## config.mk

```make
export PLATFORM = sky130hd
export DESIGN_NAME = spi_txn_sequencer
export DESIGN_NICKNAME = d
export VERILOG_FILES = /design/src/rtl/spi_txn_sequencer.sv
export SDC_FILE = /design/constraint.sdc
export NUM_CORES = 1
export LEC_CHECK = 0
export BUFFER_PORTS_ARGS = -buffer_cell sky130_fd_sc_hd__buf_2
export CAP_MARGIN = 20
export CORE_UTILIZATION = 42
export DETAILED_ROUTE_END_ITERATION = 8
export GPL_ROUTABILITY_DRIVEN = 0
export PLACE_DENSITY = 0.72
export SYNTH_ARGS = -nofsm -noshare
export SYNTH_HDL_FRONTEND = slang
export SYNTH_SLANG_ARGS = --single-unit
```

## constraint.sdc

```tcl
create_clock -name clk_in -period 2.65 [get_ports clk_in]
set_clock_uncertainty 0.2 [all_clocks]
set_input_delay 0.1325 -clock clk_in [delete_from_list [all_inputs] [get_ports clk_in]]
set_output_delay 0.1325 -clock clk_in [all_outputs]
set_load 0.005 [all_outputs]
```

## src/rtl/spi_txn_sequencer.sv

```systemverilog
// Register read/write sequencer that frames 40-bit datagrams for the stepper-driver SPI master.
// Optional per-phase frame timeout is built when SPI_TXN_TIMEOUT_EN is defined.
module spi_txn_sequencer #(
  parameter int unsigned SIZE           = 40,
  parameter int unsigned CS_SIZE        = 1,
  parameter int unsigned GAP_CYCLES     = 16,
  parameter int unsigned TIMEOUT_CYCLES = 4096
) (
  input  logic               clk_in,
  input  logic               rst_in,
  input  logic               req_valid,
  output logic               req_ready,
  input  logic               req_write,
  input  logic [6:0]         req_addr,
  input  logic [31:0]        req_data,
  input  logic [CS_SIZE-1:0] req_cs,
  output logic               resp_valid,
  output logic [7:0]         resp_status,
  output logic [31:0]        resp_data,
  output logic               resp_error,
  output logic [SIZE-1:0]    spi_data_out,
  output logic               spi_send_enable,
  output logic [CS_SIZE-1:0] spi_cs_select,
  input  logic [SIZE-1:0]    spi_data_in,
  input  logic               spi_send_n
);

  typedef enum logic [2:0] {IDLE, ARM, BUSY, GAP, DONE} state_t;

  localparam int unsigned GAP_W = $clog2(GAP_CYCLES + 1);

  state_t           state, state_nxt;
  logic [1:0]       frame_cnt;
  logic [GAP_W-1:0] gap_cnt;
  logic             send_n_q, send_n_prev;
  logic             fall, rise;
  logic             accept, capture, abort, timeout;

  // Edges come only from the registered copy, so a stale low level never starts a frame.
  assign fall = send_n_prev & ~send_n_q;
  assign rise = ~send_n_prev & send_n_q;

  always_ff @(posedge clk_in or posedge rst_in) begin
    if (rst_in) begin
      state <= IDLE;
    end else begin
      state <= state_nxt;
    end
  end

  always_comb begin
    state_nxt       = state;
    accept          = 1'b0;
    capture         = 1'b0;
    abort           = 1'b0;
    req_ready       = 1'b0;
    spi_send_enable = 1'b0;
    resp_valid      = 1'b0;
    case (state)
      IDLE: begin
        req_ready = 1'b1;
        if (req_valid) begin
          accept    = 1'b1;
          state_nxt = ARM;
        end
      end
      ARM: begin
        spi_send_enable = 1'b1;
        if (fall) begin
          state_nxt = BUSY;
        end else if (timeout) begin
          abort     = 1'b1;
          state_nxt = GAP;
        end
      end
      BUSY: begin
        spi_send_enable = 1'b1;
        if (rise) begin
          capture   = 1'b1;
          state_nxt = GAP;
        end else if (timeout) begin
          abort     = 1'b1;
          state_nxt = GAP;
        end
      end
      GAP: begin
        if (gap_cnt == GAP_W'(GAP_CYCLES - 1)) begin
          state_nxt = (frame_cnt != 2'd0) ? ARM : DONE;
        end
      end
      DONE: begin
        resp_valid = 1'b1;
        state_nxt  = IDLE;
      end
      default: state_nxt = IDLE;
    endcase
  end

  always_ff @(posedge clk_in or posedge rst_in) begin
    if (rst_in) begin
      send_n_q      <= 1'b1;
      send_n_prev   <= 1'b1;
      frame_cnt     <= '0;
      gap_cnt       <= '0;
      spi_data_out  <= '0;
      spi_cs_select <= '0;
      resp_status   <= '0;
      resp_data     <= '0;
    end else begin
      send_n_q    <= spi_send_n;
      send_n_prev <= send_n_q;
      gap_cnt     <= (state == GAP) ? gap_cnt + GAP_W'(1) : '0;
      if (accept) begin
        spi_data_out  <= SIZE'({req_write, req_addr, req_write ? req_data : 32'h0});
        spi_cs_select <= req_cs;
        frame_cnt     <= req_write ? 2'd1 : 2'd2;
      end else if (capture) begin
        frame_cnt <= frame_cnt - 2'd1;
      end else if (abort) begin
        frame_cnt <= '0;
      end
      if (capture) begin
        resp_status <= spi_data_in[SIZE-1 -: 8];
        resp_data   <= spi_data_in[31:0];
      end
    end
  end

`ifdef SPI_TXN_TIMEOUT_EN
  localparam int unsigned TO_W = $clog2(TIMEOUT_CYCLES + 1);

  logic [TO_W-1:0] phase_cnt;
  logic            phase_entry;
  logic            in_phase;

  assign in_phase    = (state == ARM) || (state == BUSY);
  assign phase_entry = (state_nxt != state) && ((state_nxt == ARM) || (state_nxt == BUSY));
  assign timeout     = in_phase && (phase_cnt == TO_W'(TIMEOUT_CYCLES - 1));

  always_ff @(posedge clk_in or posedge rst_in) begin
    if (rst_in) begin
      phase_cnt  <= '0;
      resp_error <= 1'b0;
    end else begin
      if (phase_entry) begin
        phase_cnt <= '0;
      end else if (in_phase) begin
        phase_cnt <= phase_cnt + TO_W'(1);
      end
      if (accept) begin
        resp_error <= 1'b0;
      end else if (abort) begin
        resp_error <= 1'b1;
      end
    end
  end
`else
  assign timeout    = 1'b0;
  assign resp_error = 1'b0;
`endif

endmodule

```

==> results of run 1 <==
## cells in the final DEF, fill, tap and decap left out, drive strengths merged
| master | netlist | layout |
|---|---|---|
| nor3b | 3 | 3 |
| nor3 | 1 | 1 |
| dlygate4sd3 | 0 | 82 |
| o41ai | 1 | 1 |
| inv | 6 | 5 |
| ha | 3 | 3 |
| o311a | 1 | 1 |
| xor2 | 1 | 1 |
| nand3 | 35 | 35 |
| clkbuf | 4 | 11 |
| and3b | 2 | 2 |
| conb | 1 | 1 |
| a2111oi | 1 | 1 |
| xnor2 | 2 | 2 |
| mux2 | 40 | 40 |
| nor4 | 1 | 1 |
| and3 | 2 | 2 |
| buf | 18 | 173 |
| or4b | 1 | 1 |
| a2111o | 1 | 1 |
| nand2 | 95 | 95 |
| clkinv | 0 | 1 |
| o32ai | 1 | 1 |
| nor2b | 1 | 1 |
| a21oi | 1 | 1 |
| bufinv | 0 | 2 |
| clkinvlp | 0 | 3 |
| nor4b | 2 | 2 |
| o211ai | 1 | 1 |
| nor2 | 5 | 5 |
| and2 | 1 | 1 |
| dfrtp | 91 | 91 |
| dfstp | 2 | 2 |
## cell families (layout without fill, tap and decap cells)
kind of cell | count (synthesis) | after routing
simple gates | 149 | 149
flops | 93 | 93
mux | 40 | 40
buf+inv | 28 | 277
compound gates | 7 | 7
fa+ha+maj | 3 | 3
xor+xnor | 3 | 3
other cells | 1 | 1
## worst max-delay path, delay by kind of cell (launching register included)
family,cells,cell delay [ns]
and+or+nand+nor,2,0.71
DFF,1,0.54
muxes,1,0.37
buffers and inverters,1,0.23
## routing by layer
metal,GRT usage,vias to the layer above,wire (um)
li1,-,1559,-
met2,0.371,125,4760
met4,0.0597,0,157
met3,0.0549,17,565
met5,0,-,0
met1,0.258,1516,4030
## flip-flops by register name, indices dropped and copies added, names as in the netlist
register and cells:
send_n_prev 1, resp_status 8, send_n_q 1, gap_cnt 5
resp_data 32, spi_data_out 40, spi_cs_select 1, state 3
frame_cnt 2
## area by class of cell
| class | instances | area [um^2] |
|---|---|---|
| inverters | 6 | 26.3 |
| clock inverters | 5 | 83.8 |
| clock buffers | 11 | 141 |
| flip-flops and latches | 93 | 2330 |
| fillers | 665 | 3020 |
| multi-input cells | 203 | 1260 |
| well taps | 108 | 135 |
| repair buffers | 255 | 1720 |
## worst paths after layout
kind                                         end  slack (ns)  startpoint
worst max-delay path               resp_data[31]        0.47    state[2]
worst min-delay path            spi_data_out[38]       0.009   req_valid
worst max register to register     resp_data[31]        0.47    state[2]
worst min register to register       send_n_prev        0.19    send_n_q
max in group asynchronous               send_n_q        1.50      rst_in
min in group asynchronous           resp_data[9]        0.12      rst_in
## metrics by stage
step	cells	power, uW	utilization
after global routing	681	5410	0.654
after detailed placement	583	3920	0.534
final	681	5050	0.654
after floorplan	324	3140	-
after CTS	681	5060	0.654
after global placement	583	3830	0.534
## power groups by stage
stage	Clock (uW)	Combinational (uW)	Sequential [uW]
after floorplan	0	759	2380
after global placement	0	1480	2350
after detailed placement	0	1540	2370
after CTS	1080	1630	2350
after global routing	1140	1820	2450
final	1050	1640	2360
==> key figures, run 1 <==
Clock network
  • Postcts setup bufs: 0
  • TritonCTS buffer count: 9
  • Skew-Pair Late Insertion Delay: 0.35 ns
  • Hold buffers post-CTS: 82
  • Cts repair resizes: 0
  • H-tree level count: 3
  • CTS root buffer: clkbuf_8
  • CTS max path bufs: 2
  • CTS tree: built
  • Sink Count: 93
  • CTS clock-pin slew for the worst setup and hold paths: 0.09 ns

Route
  • Iter 0 DRT Violations: just over 100
  • Routed WL: 9520 um
  • Vias: ~3200
  • DR WL/cell: approximately 14 um
  • DRC viols: 0
  • Via-to-Cell Ratio: 4.72
  • DR pass1 iterations: 4
  • Number of routed nets with antenna violations: 0

Global route
  • Vias in the first global route: 3411
  • GR Util All Layers: 0.212
  • First-pass GRT wire length: around 16000 um
  • Total gr overflow: 0
  • Initial antenna violation count: 0
  • Largest net degree at the start of global routing: 57

Pwr
  • Clock Power Share: 0.209
  • Peak supply drop: 0.400 mV
  • Pwr dens: between 800 and 900 nW/um^2
  • Switching Share: 0.315
  • Comb pwr share: 0.324
  • Internal power: about 3500 uW
  • Psw: 1590 uW
  • Static leakage: around 0.0030 uW
  • Reg power frac: 0.467

Logic synthesis
  • Synth Area in Simple Gates: 0.179
  • Synth area leaders: dfrtp_1 (60%), nand2_1 (9.4%), mux2_1 (8.6%)
  • Flop and latch count out of synthesis: 93
  • Synth Net Count: around 410
  • Number of synthesized flops with an enable pin: 0
  • Most common cell in the netlist: nand2_1
  • Synth area leader: dfrtp_1
  • Share of synthesized cell area in full adder, half adder and majority cells: 0.00991
  • Post-synthesis mux area share: 0.119
  • Primary FF master, synth: dfrtp_1
  • Synth warn: 0
  • Compound-Gate Fraction of Synth Area: 0.0175
  • Synth top cells by count: nand2_1 (95), dfrtp_1 (91), nand3_1 (35)
  • Avg Cell Area, Syn: 11.7 um^2
  • Main combinational cell family by area after synthesis: simple AND/OR/NAND/NOR gates
  • Share of flip-flops with an asynchronous set or reset: 1.00
  • Post-synthesis xor/xnor area fraction: 0.00694
  • Synth Instances: 324
  • Post-synth cell types: 33
  • Share of the synthesized area in the top cell type: 0.601
  • Seq/Total Area, Yosys: 0.615
  • Syn Std Cell Area: 3790 um^2

Layout
  • Antenna Cells: 0
  • Number of nets in the final layout: 656
  • Design area: 5710 um^2
  • Synth-to-Final Area Change: 50.6%
  • Fraction of layout cells with a size suffix above 1: 0.361

Critical path
  • Critical path arrival: 2.22 ns
  • Critical path's largest stage delay: 0.54 ns
  • Crit Path Category: flop to flop
  • Slowest cell on crit path: dfrtp_1
  • Worst Path Max Fanout: 42
  • Crit end category: flop
  • CP required: roughly 2.7 ns
  • Worst setup SP type: flop
  • Register-to-Register Path Depth: 4
  • Crit path cell chain: nor4b_2 -> and2_2 -> buf_12 -> mux2_1

Floorplan
  • Starting Density: 0.434
  • Num ports: 170
  • FP Rows: 34
  • Chip Width: approximately 97 um
  • CORE AREA: 8720 um^2
  • Total die area: 9400 um^2
  • Die Span Y: ~97 um

STA
  • Rel. slew slack: 0.623
  • RSZ-0062 raised after global routing: no
  • Final period utilization: 0.824
  • Pin slew with the least headroom to its limit: 0.566 ns
  • Fmax: between 400 and 500 MHz
  • Max Slew Vio Count: 0
  • Final min period: 2.18 ns
  • Setup violations, final: 0
  • Setup TNS: 0 ns
  • Hold Slack: 0.00865 ns
  • Worst setup margin: 0.467 ns
  • Final hold violations: 0

Min path
  • Hold depth: 4
  • HP Class: input port to flop

Placed design
  • Half-perimeter wire length after placement: 5690 um
  • Port bufs: 168
  • Placed Area: 4660 um^2
  • Pre-CTS WS: around 0.55 ns

Job
  • Max Cap Viol: 0

Status
  • Status: finished clean
Power figures use the tool's default switching activity.
==> run 2, diff against run 1 <==
clock period = 1.8 ns   (was 2.65 ns; I/O delays follow)
==> key figures, run 2 (same netlist as run 1, synthesis figures left out) <==
Status
  • Status: finished, violations left
  • Violated checks: negative setup slack

Floorplan
  • FP Rows: 34
  • Chip Width: 97.0 um
  • Starting Density: 0.434
  • Num ports: 170
  • Die Span Y: 97.0 um
  • Total die area: 9400 um^2
  • CORE AREA: 8720 um^2

Route
  • Routed WL: 11000 um
  • DR pass1 iterations: 4
  • Number of routed nets with antenna violations: 0
  • Via-to-Cell Ratio: 4.95
  • Vias: 3472
  • Iter 0 DRT Violations: 110
  • DRC viols: 0
  • DR WL/cell: 15.7 um

Clock network
  • Skew-Pair Late Insertion Delay: ~0.34 ns
  • CTS root buffer: clkbuf_8
  • H-tree level count: 3
  • CTS clock-pin slew for the worst setup and hold paths: 0.08 ns
  • TritonCTS buffer count: 9
  • CTS max path bufs: 2
  • Sink Count: 93
  • CTS tree: built

STA
  • Final hold violations: 0
  • Max Slew Vio Count: 0
  • Fmax: 541 MHz
  • Setup TNS: -0.957 ns
  • RSZ-0062 raised after global routing: yes
  • Setup violations, final: 51
  • Final period utilization: 1.03
  • Final min period: 1.85 ns
  • Worst setup margin: -0.0489 ns

Layout
  • Antenna Cells: 0
  • Most frequent cells in the layout: buf_2 (168), dfrtp_1 (90), dlygate4sd3_1 (84), nand2_1 (67), nand3_1 (35)
  • Most common cell after layout, fill and taps aside: buf_2
  • Reg with most FFs: spi_data_out
  • Design area: 6190 um^2
  • Multi-input gate area: about 1400 um^2
  • Top flop regs: spi_data_out x40, resp_data x32, resp_status x8
  • Fraction of layout cells with a size suffix above 1: 0.446
  • Max FFs per register: 40
  • Synth-to-Final Area Change: 63.3%
  • Register area: 2330 um^2
  • Layout Utilization: 0.710
  • Number of nets in the final layout: 678
  • Fillers: about 610

Global route
  • Grt met3 use: 0.0477
  • Largest net degree at the start of global routing: 94
  • GR Util All Layers: 0.225
  • Initial antenna violation count: 0
  • First-pass GRT wire length: 16900 um
  • Vias in the first global route: 3512
  • Busiest grt layer: met2
  • Met2 usage: 0.399
  • Grt met1 use: 0.269
  • Total gr overflow: 0

Pwr
  • Static leakage: around 0.0032 uW
  • Tot Pwr: a little over 8000 uW
  • Peak supply drop: 0.605 mV
  • Pwr dens: ~1300 nW/um^2

Placed design
  • Placed Area: 4780 um^2
  • Pre-CTS WS: -0.0554 ns
  • Port bufs: ~170
  • Half-perimeter wire length after placement: around 6000 um

Critical path
  • Largest delay share family, worst path: simple AND/OR/NAND/NOR gates
  • Crit end category: flop
  • Worst Path Max Fanout: 6
  • Slowest cell on crit path: or4b_4
  • Crit path cell chain: buf_6 -> or4b_4 -> clkbuf_16 -> nand2_2 -> nand2_1
  • Worst path buffer plus inverter count: 2
  • Critical path arrival: 1.87 ns
  • Crit Path Category: flop to flop
  • Critical path's largest stage delay: 0.63 ns
  • CP required: 1.82 ns
  • Worst setup SP type: flop

Job
  • Max Cap Viol: 0

Min path
  • HP Class: input port to flop
-- run 2: final timing paths --
kind | depth (start not counted) | from | slack (ns) | endpoint
worst max-delay path | 5 | state[2] | -0.05 | spi_data_out[33]
worst min-delay path | 2 | spi_send_n | 0.23 | send_n_q
worst max register to register | 5 | state[2] | -0.05 | spi_data_out[33]
worst min register to register | 2 | spi_data_out[15] | 0.27 | spi_data_out[15]
max in group asynchronous | 4 | rst_in | 0.79 | send_n_prev
min in group asynchronous | 4 | rst_in | 0.24 | resp_status[1]
-- run 2: timing repair --
action,in CTS,in global routing
pin swaps,0,13
hold buffers,84,0
resized for setup,4,48
hold endpoints to repair,173,0
gates cloned,0,5
setup endpoints to repair,65,81
setup buffers,0,4
-- run 2: stage by stage --
| step | instances | hold WS [ns] |
|---|---|---|
| floorplan | 324 | -0.106 |
| global placement | 594 | 0.00130 |
| detailed placement | 594 | 0.00293 |
| CTS | 693 | 0.190 |
| global route | 702 | 0.207 |
| finish | 702 | 0.228 |
-- run 2: final cells by class --
class	count	share of cell area
inverters	6	0.00425
well taps	108	0.0218
multi-input cells	203	0.232
flip-flops and latches	93	0.377
clock inverters	4	0.0194
repair buffers	277	0.323
clock buffers	11	0.0228
-- run 2: worst register-to-register path: stages, from the launching register on --
cell,delay [ns]
dfrtp_1,0.42
buf_6,0.15
or4b_4,0.63
clkbuf_16,0.22
nand2_2,0.06
nand2_1,0.05
-- run 2: report_power, final --
group | internal [uW] | switching (uW) | total (uW)
sequential | 2980 | 550 | 3530
clock | 1100 | 690 | 1790
combinational | 1660 | 1310 | 2960
-- run 2: layer usage --
metal / up-vias / routed length, um
met5: - / 0
met4: 0 / 192
met3: 27 / 755
met2: 156 / 5770
met1: 1687 / 4320
li1: 1602 / -
